===== src/rtl/serdesphy_rx_word_scheduler.sv =====
// RX word scheduler: buffers decoded words and issues them to the word
// disassembler as single-cycle strobes with a minimum spacing between words.
module serdesphy_rx_word_scheduler #(
    parameter int FIFO_DEPTH   = 4,
    parameter int ADDR_W       = 2,
    parameter int WORD_SPACING = 4
) (
    input  logic              clk,
    input  logic              rst,
    input  logic              rx_enable,
    input  logic              rx_locked,
    input  logic [7:0]        in_word,
    input  logic              in_valid,
    input  logic              in_err,
    input  logic              drop_err_en,
    input  logic              disasm_ready,
    input  logic              clear_status,
    output logic [7:0]        out_word,
    output logic              out_valid,
    output logic [ADDR_W:0]   fifo_level,
    output logic              overflow_sticky,
    output logic [7:0]        err_count,
    output logic [1:0]        sched_state
);

    localparam int CNT_W = (WORD_SPACING > 2) ? $clog2(WORD_SPACING) : 1;
    localparam logic [CNT_W-1:0] GAP_LOAD = CNT_W'(WORD_SPACING - 2);

    typedef enum logic [1:0] {
        IDLE  = 2'd0,
        RUN   = 2'd1,
        ISSUE = 2'd2,
        GAP   = 2'd3
    } state_t;

    state_t            state_q, state_d;
    logic [ADDR_W:0]   wr_ptr_q, wr_ptr_d;
    logic [ADDR_W:0]   rd_ptr_q, rd_ptr_d;
    logic [7:0]        mem_q [FIFO_DEPTH];
    logic [7:0]        mem_d [FIFO_DEPTH];
    logic [7:0]        out_word_q, out_word_d;
    logic              out_valid_q, out_valid_d;
    logic              sticky_q, sticky_d;
    logic [7:0]        err_cnt_q, err_cnt_d;
    logic [CNT_W-1:0]  gap_cnt_q, gap_cnt_d;

    logic              active;
    logic [ADDR_W:0]   level;
    logic              empty;
    logic              full;
    logic              flush;
    logic              pop;
    logic              push_req;
    logic              push;
    logic              overflow;
    logic              err_evt;
    logic [7:0]        err_base;

    always_comb begin
        active   = rx_enable & rx_locked;
        level    = wr_ptr_q - rd_ptr_q;
        empty    = (level == '0);
        full     = (level == (ADDR_W+1)'(FIFO_DEPTH));
        flush    = (state_q == IDLE) | ~active;
        pop      = (state_q == ISSUE);
        push_req = in_valid & active & (state_q != IDLE) & ~(drop_err_en & in_err);
        push     = push_req & (~full | pop);
        overflow = push_req & full & ~pop;
        err_evt  = in_valid & in_err & (state_q != IDLE);

        state_d   = state_q;
        gap_cnt_d = gap_cnt_q;
        case (state_q)
            IDLE:  if (active) state_d = RUN;
            RUN:   if (!empty && disasm_ready) state_d = ISSUE;
            ISSUE: begin
                state_d   = GAP;
                gap_cnt_d = GAP_LOAD;
            end
            GAP: begin
                // Leaving at a count of 1 lets RUN->ISSUE land exactly WORD_SPACING after the last strobe
                if (gap_cnt_q <= CNT_W'(1)) begin
                    state_d   = RUN;
                    gap_cnt_d = '0;
                end else begin
                    gap_cnt_d = gap_cnt_q - CNT_W'(1);
                end
            end
            default: state_d = IDLE;
        endcase
        if (!active) begin
            state_d   = IDLE;
            gap_cnt_d = '0;
        end

        mem_d    = mem_q;
        wr_ptr_d = wr_ptr_q;
        rd_ptr_d = rd_ptr_q;
        if (flush) begin
            wr_ptr_d = '0;
            rd_ptr_d = '0;
        end else begin
            if (push) begin
                mem_d[wr_ptr_q[ADDR_W-1:0]] = in_word;
                wr_ptr_d = wr_ptr_q + 1'b1;
            end
            if (pop) rd_ptr_d = rd_ptr_q + 1'b1;
        end

        out_valid_d = (state_d == ISSUE);
        out_word_d  = out_valid_d ? mem_q[rd_ptr_q[ADDR_W-1:0]] : out_word_q;

        sticky_d = clear_status ? overflow : (sticky_q | overflow);
        err_base = clear_status ? 8'd0 : err_cnt_q;
        err_cnt_d = (err_evt && err_base != 8'hFF) ? err_base + 8'd1 : err_base;
    end

    always_ff @(posedge clk or posedge rst) begin
        if (rst) begin
            state_q     <= IDLE;
            wr_ptr_q    <= '0;
            rd_ptr_q    <= '0;
            mem_q       <= '{default: '0};
            out_word_q  <= '0;
            out_valid_q <= 1'b0;
            sticky_q    <= 1'b0;
            err_cnt_q   <= '0;
            gap_cnt_q   <= '0;
        end else begin
            state_q     <= state_d;
            wr_ptr_q    <= wr_ptr_d;
            rd_ptr_q    <= rd_ptr_d;
            mem_q       <= mem_d;
            out_word_q  <= out_word_d;
            out_valid_q <= out_valid_d;
            sticky_q    <= sticky_d;
            err_cnt_q   <= err_cnt_d;
            gap_cnt_q   <= gap_cnt_d;
        end
    end

    assign out_word        = out_word_q;
    assign out_valid       = out_valid_q;
    assign fifo_level      = level;
    assign overflow_sticky = sticky_q;
    assign err_count       = err_cnt_q;
    assign sched_state     = state_q;

endmodule


===== config.mk =====
export PLATFORM = sky130hd
export DESIGN_NAME = serdesphy_rx_word_scheduler
export DESIGN_NICKNAME = d
export VERILOG_FILES = /design/src/rtl/serdesphy_rx_word_scheduler.sv
export SDC_FILE = /design/constraint.sdc
export NUM_CORES = 1
export LEC_CHECK = 0
export ABC_AREA = 1
export CORE_MARGIN = 4
export CORE_UTILIZATION = 35
export CTS_BUF_LIST = sky130_fd_sc_hd__clkbuf_8
export CTS_CLUSTER_DIAMETER = 30
export CTS_CLUSTER_SIZE = 20
export DETAILED_ROUTE_END_ITERATION = 7
export PLACE_DENSITY_LB_ADDON = 0.12
export SYNTH_ARGS = -nofsm -noshare
export SYNTH_HDL_FRONTEND = slang
export SYNTH_SLANG_ARGS = --single-unit
export TNS_END_PERCENT = 50

===== constraint.sdc =====
create_clock -name clk -period 2.2 [get_ports clk]
set_input_delay 0.44 -clock clk [delete_from_list [all_inputs] [get_ports clk]]
set_output_delay 0.44 -clock clk [all_outputs]
set_load 0.03 [all_outputs]

==> flow_summary.yaml, run 1 <==
timing:
  fin_skew_ns: 0.01390
  relSlewSlack: 0.7198
  fin_crit_ns: 2.135
  fin_tns_setup_ns: 0
  tightest_slew_ns: 0.4202
  finalCritPeriodShare: 0.9705
  hold_violations: 0
  drv_slew: 0
  max_freq_mhz: 468.4
  rsz0062_at_grt: "no"
  setup_viol: 0
  setup_ws_ns: 0.06489
worst_setup_path:
  crit_type: "reg -> out"
  cp_max_fo: 2
  cp-end-kind: "primary output"
  arrival_ns: 1.70
  cp.required_ns: 1.76
  crit_path_start_kind: "flip-flop"
final_layout:
  final_nets: 513
  nFillCells: 952
  utilization: 0.4460
  drive_gt1_frac: 0.1258
  diodes: 0
  area_delta_synth_final_pct: 23.47
  fin_area_mm2: 0.004140
hold_path:
  min_path_type: "in -> async"
pwr:
  p_per_area_mw_per_mm2: 610.1
  netSwitchingFraction: 0.2821
  p_switching_uw: 712.5
  p_int_uw: 1814
  irDropWorstVdd_v: 0.0002418
  pwr-share-clk: 0.394
  leakage_uw: 0.002140
  power_frac_seq: 0.470
  p_comb_frac: 0.136
detailed_routing:
  via_count: 2895
  ant_nets: 0
  drt-total-wl_mm: 8.269
  wl_per_cell_um: 13.29
  routed_via_density: 4.654
  drt_iter0_drc: 135
  firstDrtPassIters: 4
  drcViolationCount: 0
synthesis:
  synth_top_area_frac: 0.4478
  synth_area_per_cell_um2: 7.726
  syn-cell-area_mm2: 0.003353
  synth.distinct_cells: 28
  ys_warn_count: 0
  yosys_register_bits: 60
  synth_top_cell_by_area: "dfrtp_1"
  syn-instance-count: 434
  ys_seq_area_frac: 0.4478
  synth_area_leaders: "dfrtp_1 45%, nand2_1 19%, nand4_1 8.0%"
  syn_nets: 459
global_routing:
  first_global_vias: 2793
  antenna_found_initial: 0
  grt_pass1_wl_mm: 14.05
  grt.total_usage: 0.1585
  grt_max_degree: 61
  grt_overflow_total: 0
clock_network:
  ctsHoldBuffers: 0
  clock-sinks: 60
  htree_num_levels: 3
  insertion_delay_ns: 0.34
  clockBufferDepth: 2
  clkTransAtPathRegs_ns: 0.08
  numCtsBuffers: 9
  cts_root_buffer: "clkbuf_8"
  cts_tree: "yes"
placement:
  gp_congestion: 0.7818
  port_buffers: 39
  dp_slack_ns: 0.03956
  postPlaceCellArea_mm2: 0.003900
  dp_hpwl_mm: 5.919
floorplanning:
  die_h_um: 105.9
  dieArea_mm2: 0.01121
  core_area_mm2: 0.009284
  pin_count: 40
  die_w_um: 105.9
  rows: 35
  start_util: 0.3612
run:
  cap_violations: 0
status:
  run_status: "finished, final reports clean"
power by group through the flow:
stage               Clock [µW]  Combinational, µW  Sequential [µW]
floorplan                    0                182             1240
global placement             0                340             1210
detailed placement           0                343             1210
CTS                       1020                345             1190
global route              1070                392             1190
finish                     994                344             1190
path summary, 6_finish.rpt:
check / start / end / slack [ns] / cells after the start
worst min-delay path: rst / out_word[1]$_DFFE_PP0N_ / 0.46 / 3
max in group asynchronous: rst / wr_ptr_q[1]$_DFFE_PP0P_ / 1.44 / 3
min in group clk: out_word[3]$_DFFE_PP0N_ / out_word[3]$_DFFE_PP0N_ / 0.47 / 2
worst max register to register: rd_ptr_q[0]$_DFFE_PP0P_ / mem_q[26]$_DFFE_PP0P_ / 0.17 / 8
worst min register to register: out_word[3]$_DFFE_PP0N_ / out_word[3]$_DFFE_PP0N_ / 0.47 / 2
worst max-delay path: rd_ptr_q[0]$_DFFE_PP0P_ / fifo_level[1] / 0.06 / 5
worst max-delay path: stages (launching register included):
cell and delay [ns]:
dfrtp_1 0.41, ha_4 0.17, fa_2 0.53, buf_4 0.11, inv_2 0.03, buf_6 0.12
cell usage after synthesis, drive strengths merged:
master	count
inv	57
clkinv	2
fa	1
o211ai	1
nand4	43
a21oi	5
nand3b	1
ha	7
nand2	172
nor2	12
clkbuf	1
o21ai	7
buf	18
dfrtp	60
xor2	4
nand3	40
and3	1
xnor2	2
per-stage QoR:
step | hold slack [ns] | power (µW) | instances
floorplan | 0.4419 | 1418 | 434
global placement | 0.4551 | 1549 | 606
detailed placement | 0.4576 | 1553 | 606
CTS | 0.4751 | 2554 | 622
global route | 0.4899 | 2653 | 622
finish | 0.4604 | 2526 | 622
timing repair:
action / CTS / global route
setup endpoints to repair: 1 / 34
resized for setup: 2 / 10
setup buffers: 0 / 0
metal layers:
metal	global-route usage	share of wire
met4	0.07493	0.018
met3	0.02756	0.046
met2	0.2149	0.41
met5	0	0
met1	0.2410	0.52
cell families after synthesis:
kind of cell / after synthesis / synth area share
AOI/OAI and AO/OA: 13 / 0.02463
xor gates and xnor gates: 6 / 0.01567
buffers and inverters: 78 / 0.1205
DFF: 60 / 0.4478
and+or+nand+nor: 269 / 0.3593
adders and majority gates: 8 / 0.03209
placed cells by master, fill, tap and decap left out, types with 4 or more instances in the layout:
master,count
dfrtp_1,60
nand4_1,43
inv_2,6
nand2_1,170
a21oi_1,4
xor2_1,4
nor2_1,11
clkbuf_8,9
nand3_1,33
clkdlybuf4s50_1,36
nand3_2,6
o21ai_0,4
inv_1,52
buf_4,23
ha_1,6
flip-flops by register name (all words and copies together) (netlist names):
signal           count
err_count            8
gap_cnt_q            2
mem_q               32
out_valid            1
out_word             8
overflow_sticky      1
rd_ptr_q             3
sched_state          2
wr_ptr_q             3
final cells by class:
| type | count | area [µm²] | share of cell area |
|---|---|---|---|
| repair buffers | 62 | 575.6 | 0.1390 |
| flip-flops and latches | 60 | 1501 | 0.3626 |
| clock inverters | 7 | 68.82 | 0.01662 |
| clock buffers | 9 | 123.9 | 0.02992 |
| multi-input cells | 296 | 1488 | 0.3593 |
| inverters | 59 | 221.5 | 0.05349 |
| well taps | 129 | 161.4 | 0.03898 |
Power figures use the tool's default switching activity.
==> inputs of run 2 (changes only) <==
--- a/config.mk
+++ b/config.mk
@@ -8,7 +8,6 @@
 export ABC_AREA = 1
 export CORE_MARGIN = 4
 export CORE_UTILIZATION = 35
-export CTS_BUF_LIST = sky130_fd_sc_hd__clkbuf_8
 export CTS_CLUSTER_DIAMETER = 30
 export CTS_CLUSTER_SIZE = 20
 export DETAILED_ROUTE_END_ITERATION = 7
@@ -16,4 +15,4 @@
 export SYNTH_ARGS = -nofsm -noshare
 export SYNTH_HDL_FRONTEND = slang
 export SYNTH_SLANG_ARGS = --single-unit
-export TNS_END_PERCENT = 50
+export TNS_END_PERCENT = 100
==> run 2 against run 1 <==
Compared with the run above:
- total power hardly changed
- sequential share of layout area is the same
- flip-flop and latch count did not move
- global-route usage about the same
- clock-buffer cell count up 1
- first-iteration DRC count is 2.2% higher
- sequential power about the same
- worst hold slack better by 0.00062 ns
- critical path depth is the same
- critical path type unchanged
- critical endpoint unchanged
==> flow_summary.yaml, run 2 (synthesis results as in run 1) <==
global_routing:
  first_global_vias: 2791
  grt_max_degree: 61
  grt_overflow_total: 0
  grt.total_usage: 0.1584
  antenna_found_initial: 0
  grt_pass1_wl_mm: 14.03
floorplanning:
  dieArea_mm2: 0.01121
  core_area_mm2: 0.009284
  rows: 35
  die_h_um: 105.9
  start_util: 0.3612
  die_w_um: 105.9
  pin_count: 40
final_layout:
  largest_reg_flops: 32
  regMostFlops: "mem_q"
  diodes: 0
  utilization: 0.4460
  layout.cells.most_common: "nand2_1"
  fin_area_mm2: 0.004140
  drive_gt1_frac: 0.1258
  area_delta_synth_final_pct: 23.47
  mostFrequentLayoutCells: "170 x nand2_1, 60 x dfrtp_1, 51 x inv_1"
  final_nets: 513
timing:
  finalCritPeriodShare: 0.9700
  hold_violations: 0
  fin_skew_ns: 0.01334
  max_freq_mhz: 468.6
  fin_tns_setup_ns: 0
  setup_viol: 0
  rsz0062_at_grt: "no"
  relSlewSlack: 0.7193
  tightest_slew_ns: 0.4211
  fin_crit_ns: 2.134
  drv_slew: 0
clock_network:
  clkTransAtPathRegs_ns: 0.08
  cts_root_buffer: "clkbuf_8"
  numCtsBuffers: 9
  htree_num_levels: 3
  clockBufferDepth: 2
  cts_tree: "yes"
  insertion_delay_ns: 0.34
  clock-sinks: 60
worst_setup_path:
  cp_max_fo: 2
  path_buf_inv: 3
  regToRegStartpoint: "rd_ptr_q[0]$_DFFE_PP0P_"
  crit_type: "reg -> out"
  cp-end-kind: "primary output"
  crit_chain: "ha_4 > fa_2 > buf_4 > inv_2 > buf_6"
  r2r-end: "mem_q[26]$_DFFE_PP0P_"
  cp_slowest_cell: "fa_2"
  crit_family: "adder cells"
  reg2reg_slack_ns: 0.17
  arrival_ns: 1.69
  crit_path_start_kind: "flip-flop"
  max_stage_delay_ns: 0.53
  worstRegToRegCells: 8
  cp.required_ns: 1.76
run:
  cap_violations: 0
pwr:
  leakage_uw: 0.002136
  irDropWorstVdd_v: 0.0002410
  p_per_area_mw_per_mm2: 610.7
  report.power.total_uw: 2528
status:
  run_status: "finished, final reports clean"
detailed_routing:
  drt_iter0_drc: 138
  via_count: 2901
  routed_via_density: 4.664
  ant_nets: 0
  firstDrtPassIters: 5
  drcViolationCount: 0
  drt-total-wl_mm: 8.296
  wl_per_cell_um: 13.34
placement:
  postPlaceCellArea_mm2: 0.003900
  port_buffers: 39
  dp_hpwl_mm: 5.919
  gp_congestion: 0.7818
hold_path:
  min_path_type: "in -> async"
-- run 2: per-stage QoR --
| step | std cells | worst slack (ns) | hold WS (ns) |
|---|---|---|---|
| after floorplan | 434 | 0.2195 | 0.4419 |
| after global placement | 606 | 0.04340 | 0.4551 |
| after detailed placement | 606 | 0.03956 | 0.4576 |
| after CTS | 622 | -0.01227 | 0.4751 |
| after global routing | 622 | 0.01103 | 0.4899 |
| final | 622 | 0.06596 | 0.4610 |
-- run 2: final cells by class --
class | count | area, µm²
Clock buffer | 10 | 127.6
Clock inverter | 6 | 65.06
Fill cell | 952 | 5144
Inverter | 59 | 221.5
Multi-Input combinational cell | 296 | 1488
Sequential cell | 60 | 1501
Tap cell | 129 | 161.4
Timing Repair Buffer | 62 | 575.6
-- run 2: layer usage --
layer | share of wire | global-route usage | vias to the layer above
li1 | - | - | 1496
met5 | 0 | 0 | -
met2 | 0.42 | 0.2149 | 75
met4 | 0.015 | 0.07493 | 0
met1 | 0.52 | 0.2406 | 1320
met3 | 0.052 | 0.02756 | 10
-- run 2: how the worst max path moves through the flow --
stage                            start                     end  slack, ns  depth (start not counted)
3_3_place_gp              clear_status  err_count[4]$_DFF_PP0_       0.04                         10
4_1_cts        wr_ptr_q[0]$_DFFE_PP0P_           fifo_level[2]      -0.01                          7
5_1_grt        wr_ptr_q[0]$_DFFE_PP0P_           fifo_level[1]       0.01                          6
2_1_floorplan  wr_ptr_q[0]$_DFFE_PP0P_   mem_q[22]$_DFFE_PP0P_       0.22                         10
6_report       rd_ptr_q[0]$_DFFE_PP0P_           fifo_level[1]       0.07                          5
3_5_place_dp              clear_status  err_count[4]$_DFF_PP0_       0.04                         10
-- run 2: repair_timing --
item / 4_1_cts / 5_1_grt
gates resized for setup: 2 / 10
gates cloned: 0 / 0
setup endpoints to repair: 1 / 34
buffers inserted: 0 / 0
hold buffers: 0 / 0
-- run 2: where the power goes --
part           total, µW  leakage [µW]  internal [µW]  switching [µW]
logic                344       0.00121            138             206
clock network        997     0.0000962            523             473
registers           1190      0.000825           1160            30.9
total               2530       0.00214           1820             710
-- run 2: worst reg2reg max path, stage by stage (launching register included) --
cell and delay, ns:
dfrtp_1 0.41, ha_4 0.17, fa_2 0.53, nand2_1 0.10
a21oi_4 0.16, nand3_4 0.18, buf_4 0.23, nand4_1 0.10
nand2_1 0.06
